`config.mk`:
```
export PLATFORM = sky130hd
export DESIGN_NAME = mmio_port_responder
export DESIGN_NICKNAME = d
export VERILOG_FILES = /design/src/rtl/mmio_port_responder.sv
export SDC_FILE = /design/constraint.sdc
export NUM_CORES = 1
export LEC_CHECK = 0
export BUFFER_PORTS_ARGS = -buffer_cell sky130_fd_sc_hd__buf_2
export CAP_MARGIN = 5
export CORE_MARGIN = 5
export CORE_UTILIZATION = 45
export CTS_CLUSTER_DIAMETER = 150
export DETAILED_ROUTE_END_ITERATION = 10
export PLACE_DENSITY = 0.67
export SYNTH_ARGS = -nofsm -noshare
export SYNTH_HDL_FRONTEND = slang
export SYNTH_SLANG_ARGS = --single-unit
```
`constraint.sdc`:
```
create_clock -name clk -period 4 [get_ports clk]
set_input_delay 0.8 -clock clk [delete_from_list [all_inputs] [get_ports clk]]
set_output_delay 0.8 -clock clk [all_outputs]
set_load 0.01 [all_outputs]
```
`src/rtl/mmio_port_responder.sv`:
```
// Memory-mapped port/timer responder on the data-memory bus: PORTOUT, synchronized PORTIN with
// rising-edge flags, a reloadable down-counter and a level Irq. Optional macro: MMIO_PORTOUT_SETCLR_EN.
module mmio_port_responder #(
  parameter logic [31:0] BASE_ADDR     = 32'hFFFF_0000,
  parameter int unsigned PORT_IN_WIDTH = 8
) (
  input  logic                     clk,
  input  logic                     reset,
  input  logic                     MemRead,
  input  logic                     MemWrite,
  input  logic [31:0]              Address,
  input  logic [31:0]              WriteData,
  output logic [31:0]              ReadData,
  output logic                     Hit,
  input  logic [PORT_IN_WIDTH-1:0] PortIn,
  output logic [31:0]              PortOut,
  output logic                     Irq
);

  localparam int unsigned PW = PORT_IN_WIDTH;

  localparam logic [3:0] OFF_PORTOUT = 4'h0;
  localparam logic [3:0] OFF_PORTIN  = 4'h1;
  localparam logic [3:0] OFF_EDGE    = 4'h2;
  localparam logic [3:0] OFF_EDGE_EN = 4'h3;
  localparam logic [3:0] OFF_TCOUNT  = 4'h4;
  localparam logic [3:0] OFF_TCTRL   = 4'h5;
  localparam logic [3:0] OFF_TRELOAD = 4'h6;
`ifdef MMIO_PORTOUT_SETCLR_EN
  localparam logic [3:0] OFF_PORTSET = 4'h7;
  localparam logic [3:0] OFF_PORTCLR = 4'h8;
`endif

  logic [31:0]   r_portout;
  logic [PW-1:0] r_s1, r_s2, r_prev;
  logic [PW-1:0] r_edge, r_edge_en;
  logic [31:0]   r_tcount, r_treload;
  logic          r_en, r_auto, r_exp, r_tie;

  logic [3:0]    w_off;
  logic          w_wr, w_rd;
  logic [PW-1:0] w_rise;
  logic          w_expire;

  logic [31:0]   w_portout_nxt, w_tcount_nxt, w_treload_nxt;
  logic [PW-1:0] w_edge_nxt, w_edge_en_nxt;
  logic          w_en_nxt, w_auto_nxt, w_exp_nxt, w_tie_nxt;

  logic          w_unused;

  assign w_off    = Address[5:2];
  assign Hit      = (Address[31:6] == BASE_ADDR[31:6]);
  assign w_wr     = MemWrite & Hit;
  assign w_rd     = MemRead & Hit;
  assign w_rise   = r_s2 & ~r_prev;
  assign w_unused = ^Address[1:0];

  assign PortOut  = r_portout;
  assign Irq      = (|(r_edge & r_edge_en)) | (r_exp & r_tie);

  // Zero-wait read mux; shows pre-write values on a simultaneous read/write
  always_comb begin
    ReadData = 32'd0;
    if (w_rd) begin
      case (w_off)
        OFF_PORTOUT: ReadData = r_portout;
        OFF_PORTIN:  ReadData = 32'(r_s2);
        OFF_EDGE:    ReadData = 32'(r_edge);
        OFF_EDGE_EN: ReadData = 32'(r_edge_en);
        OFF_TCOUNT:  ReadData = r_tcount;
        OFF_TCTRL:   ReadData = {28'd0, r_tie, r_exp, r_auto, r_en};
        OFF_TRELOAD: ReadData = r_treload;
        default:     ReadData = 32'd0;
      endcase
    end
  end

  // Next-state: bus writes first, then internal events (rise, expiry) take precedence
  always_comb begin
    w_portout_nxt = r_portout;
    w_edge_nxt    = r_edge;
    w_edge_en_nxt = r_edge_en;
    w_tcount_nxt  = r_tcount;
    w_treload_nxt = r_treload;
    w_en_nxt      = r_en;
    w_auto_nxt    = r_auto;
    w_exp_nxt     = r_exp;
    w_tie_nxt     = r_tie;
    w_expire      = 1'b0;

    if (w_wr) begin
      case (w_off)
        OFF_PORTOUT: w_portout_nxt = WriteData;
        OFF_EDGE:    w_edge_nxt    = r_edge & ~PW'(WriteData);
        OFF_EDGE_EN: w_edge_en_nxt = PW'(WriteData);
        OFF_TCTRL: begin
          w_en_nxt   = WriteData[0];
          w_auto_nxt = WriteData[1];
          w_tie_nxt  = WriteData[3];
          if (WriteData[2]) w_exp_nxt = 1'b0;
        end
        OFF_TRELOAD: w_treload_nxt = WriteData;
`ifdef MMIO_PORTOUT_SETCLR_EN
        OFF_PORTSET: w_portout_nxt = r_portout | WriteData;
        OFF_PORTCLR: w_portout_nxt = r_portout & ~WriteData;
`endif
        default: ;
      endcase
    end

    w_edge_nxt = w_edge_nxt | w_rise;

    if (w_wr && (w_off == OFF_TCOUNT)) begin
      w_tcount_nxt = WriteData;
    end else if (r_en && (r_tcount == 32'd0)) begin
      w_expire = 1'b1;
      if (r_auto) w_tcount_nxt = r_treload;
      else        w_en_nxt     = 1'b0;
    end else if (r_en) begin
      w_tcount_nxt = r_tcount - 32'd1;
    end

    if (w_expire) w_exp_nxt = 1'b1;
  end

  // State registers, including the PortIn synchronizer chain
  always_ff @(posedge clk or negedge reset) begin
    if (!reset) begin
      r_portout <= 32'd0;
      r_s1      <= '0;
      r_s2      <= '0;
      r_prev    <= '0;
      r_edge    <= '0;
      r_edge_en <= '0;
      r_tcount  <= 32'd0;
      r_treload <= 32'd0;
      r_en      <= 1'b0;
      r_auto    <= 1'b0;
      r_exp     <= 1'b0;
      r_tie     <= 1'b0;
    end else begin
      r_portout <= w_portout_nxt;
      r_s1      <= PortIn;
      r_s2      <= r_s1;
      r_prev    <= r_s2;
      r_edge    <= w_edge_nxt;
      r_edge_en <= w_edge_en_nxt;
      r_tcount  <= w_tcount_nxt;
      r_treload <= w_treload_nxt;
      r_en      <= w_en_nxt;
      r_auto    <= w_auto_nxt;
      r_exp     <= w_exp_nxt;
      r_tie     <= w_tie_nxt;
    end
  end

endmodule

```
==> flow_metrics.py <==
metrics = {
    "clock_tree": {
        "cts_setup_buffers": 0,
        "clock_latency_ps": 430,
        "root_buffer": "clkbuf_16",
        "cts_tree": "done",
        "clock-sinks": 140,
        "hold_buffers": 0,
        "ctsHtreeMaxLevel": 4,
        "ctsResizeCount": 0,
        "numCtsBuffers": 17,
        "cts.clk_slew.worst_paths_ps": 60,
        "clk_path_buf_depth": 2,
    },
    "die": {
        "dieHeight_um": 136,
        "die-area_um2": 18600,
        "fp.coreArea_um2": 15800,
        "ios": 142,
        "start_util": 0.455,
        "rows": 46,
        "chipWidth_um": 136,
    },
    "worst_setup_path": {
        "cp_slowest_stage_delay_ps": 670,
        "path_cells": "buf_2 -> or4b_2 -> nor4_2 -> buf_4 -> and2_1 -> nand4b_1 -> buf_4 -> nor2_1 -> buf_2",
        "cpMaxStageDelayCell": "or4b_2",
        "cpLargestDelayFamily": "simple AND/OR/NAND/NOR gates",
        "crit_required_ps": 3200,
        "arrival_ps": 2930,
        "crit_type": "primary input to primary output",
        "cp-end-kind": "primary output",
        "cp.buffers_inverters": 4,
        "critPathMaxFanout": 23,
        "rrSetupSlack_ps": 650,
        "cp-start-kind": "primary input",
    },
    "sta": {
        "grt_setup_unrepaired": "false",
        "finalCritPeriodShare": 0.932,
        "whs_ps": 349,
        "min_period_ps": 3730,
        "drv_slew": 0,
        "final_hold_viol_count": 0,
        "max_freq_ghz": 0.268,
        "tightest_slew_ps": 931,
        "finalSetupViolCount": 0,
        "clock_skew_ps": 7.03,
        "tns_ps": 0,
        "relSlewSlack": 0.375,
    },
    "drt": {
        "viasPerCell": 6.15,
        "drtIter0Drc": 752,
        "wl_per_cell_um": 20.1,
        "postRouteWirelength_mm": 21.6,
        "drtPass1Iterations": 8,
        "drtAntennaViolNets": 0,
        "drc": 0,
        "num_vias": 6620,
    },
    "grt": {
        "track_usage": 0.241,
        "grt-ovfl-total": 0,
        "grt_max_degree": 87,
        "antenna_found_initial": 0,
        "first_global_vias": 6788,
        "grt_pass1_wl_mm": 35.1,
    },
    "placed_design": {
        "dpl.hpwl_mm": 15.2,
        "portBuffers": 139,
        "gp_congestion": 0.896,
    },
    "status": {
        "status": "complete, no violations",
    },
    "flow_run": {
        "cap_violations": 0,
    },
    "logic_synthesis": {
        "syn_area_um2": 7180,
        "synth_area_leaders": "dfrtp_1, mux2_2, a222oi_1, nand2_1, o21ai_0",
        "ys_async_sr_fraction": 1.00,
        "synth.net_count": 797,
        "ys_types": 57,
        "ys_warn_count": 0,
        "ys_ff_latch": 140,
        "synthCells": 720,
        "synth-main-ff-cell": "dfrtp_1",
        "synth_edf_count": 0,
        "ys_seq_area_frac": 0.488,
        "yosysTopAreaCell": "dfrtp_1",
        "synth_top_area_share": 0.488,
        "netlist_top_cells_count": "dfrtp_1, mux2_2, nand2_1",
        "avgSynthCellArea_um2": 9.97,
        "synth_most_common_cell": "dfrtp_1",
    },
    "cells_and_area": {
        "drive_above_1_share": 0.314,
        "seq_area_um2": 3500,
        "fin_nets": 925,
        "multi_input_area_um2": 3410,
        "areaGrowthSynthToFinish_pct": 21.4,
        "antenna_cells": 0,
        "fillerInstances": 1418,
    },
    "min_path": {
        "holdCritPathClass": "flop to flop",
    },
    "pwr": {
        "powerDensity_nw_per_um2": 353,
        "vdd_drop_max_uv": 285,
        "leakage_nw": 3.97,
    },
}
==> logic make-up (layout without fill, tap and decap cells) <==
| group | count (synthesis) | count (layout) | share of synthesized area |
|---|---|---|---|
| AND/OR/NAND/NOR | 248 | 248 | 0.174 |
| AO/OA/AOI/OAI | 178 | 178 | 0.175 |
| flip-flops | 140 | 140 | 0.488 |
| buffers and inverters | 74 | 215 | 0.0397 |
| multiplexers | 72 | 72 | 0.113 |
| XOR/XNOR | 7 | 7 | 0.00854 |
| adder cells (fa/ha/maj) | 1 | 1 | 0.00174 |
==> power breakdown <==
group	leakage [nW]	total, mW	internal, mW	switching, mW
Clock	0.255	1.52	0.862	0.653
Combinational	1.93	0.129	0.0456	0.0836
Sequential	1.78	1.43	1.43	0.00555
Total	3.97	3.08	2.34	0.742
==> sequential cells by signal, summed over array words and instances, names as in the netlist, 8 cells and up <==
| register | cells |
|---|---|
| r_tcount | 32 |
| r_edge_en | 8 |
| r_treload | 32 |
| r_s2 | 8 |
| PortOut | 32 |
| r_prev | 8 |
| r_edge | 8 |
| r_s1 | 8 |
==> metrics by stage <==
| stage | util | std cells | setup WS [ps] | area, µm² | power, mW |
|---|---|---|---|---|---|
| after detailed placement | 0.517 | 1045 | 288 | 8150 | 1.59 |
| after floorplan | - | 720 | 503 | 7180 | 1.50 |
| after global routing | 0.553 | 1077 | 144 | 8720 | 3.17 |
| after CTS | 0.553 | 1077 | 274 | 8720 | 3.10 |
| final | 0.553 | 1077 | 274 | 8720 | 3.08 |
| after global placement | 0.517 | 1045 | 326 | 8150 | 1.59 |
==> cell type report <==
| cell class | instances | share of cell area |
|---|---|---|
| Clock buffer | 17 | 0.0488 |
| Timing Repair Buffer | 162 | 0.102 |
| Tap cell | 216 | 0.0310 |
| Sequential cell | 140 | 0.402 |
| Clock inverter | 15 | 0.0165 |
| Inverter | 21 | 0.00904 |
| Multi-Input combinational cell | 506 | 0.391 |
==> layer usage <==
layer  part of all wire  GRT usage  wire [µm]  vias up
li1                   -          -          -     2988
met1               0.42      0.319       9110     3281
met2               0.48      0.386      10400      313
met3              0.077     0.0511       1670       38
met4              0.020     0.0974        424        0
met5                  0          0          0        -
==> cell usage in the layout, fill, tap and decap left out, types with 6 or more instances in the layout <==
| master | netlist | routed |
|---|---|---|
| dfrtp_1 | 140 | 140 |
| nand2_1 | 63 | 63 |
| buf_4 | 0 | 22 |
| a222oi_1 | 27 | 27 |
| a22o_1 | 10 | 10 |
| nand3_1 | 24 | 24 |
| a22oi_1 | 11 | 11 |
| nor2_1 | 52 | 51 |
| a211o_1 | 7 | 7 |
| clkbuf_16 | 0 | 17 |
| mux2i_1 | 8 | 8 |
| buf_2 | 5 | 138 |
| nor4_1 | 17 | 15 |
| mux2_2 | 63 | 63 |
| nor2b_1 | 7 | 7 |
| clkinvlp_4 | 0 | 7 |
| and3_1 | 10 | 10 |
| o21ai_0 | 47 | 47 |
| xnor2_1 | 6 | 6 |
| or4_1 | 10 | 10 |
| nand4_1 | 11 | 11 |
| a21oi_1 | 28 | 28 |
| a31oi_1 | 12 | 12 |
| nor3_1 | 30 | 29 |
| inv_1 | 21 | 21 |
==> path summary, 6_finish.rpt <==
path	start	end	cells past startpoint
setup / recovery	Address[8]	ReadData[29]	9
hold / removal	r_s1[6]$_DFF_PN0_	r_s2[6]$_DFF_PN0_	0
setup reg to reg	r_tcount[16]$_DFFE_PN0P_	r_tcount[23]$_DFFE_PN0P_	7
hold reg to reg	r_s1[6]$_DFF_PN0_	r_s2[6]$_DFF_PN0_	0
max in group asynchronous	reset	r_s1[7]$_DFF_PN0_	2
min in group asynchronous	reset	r_treload[16]$_DFFE_PN0P_	1
No activity file was read; power rests on OpenSTA's default activity.
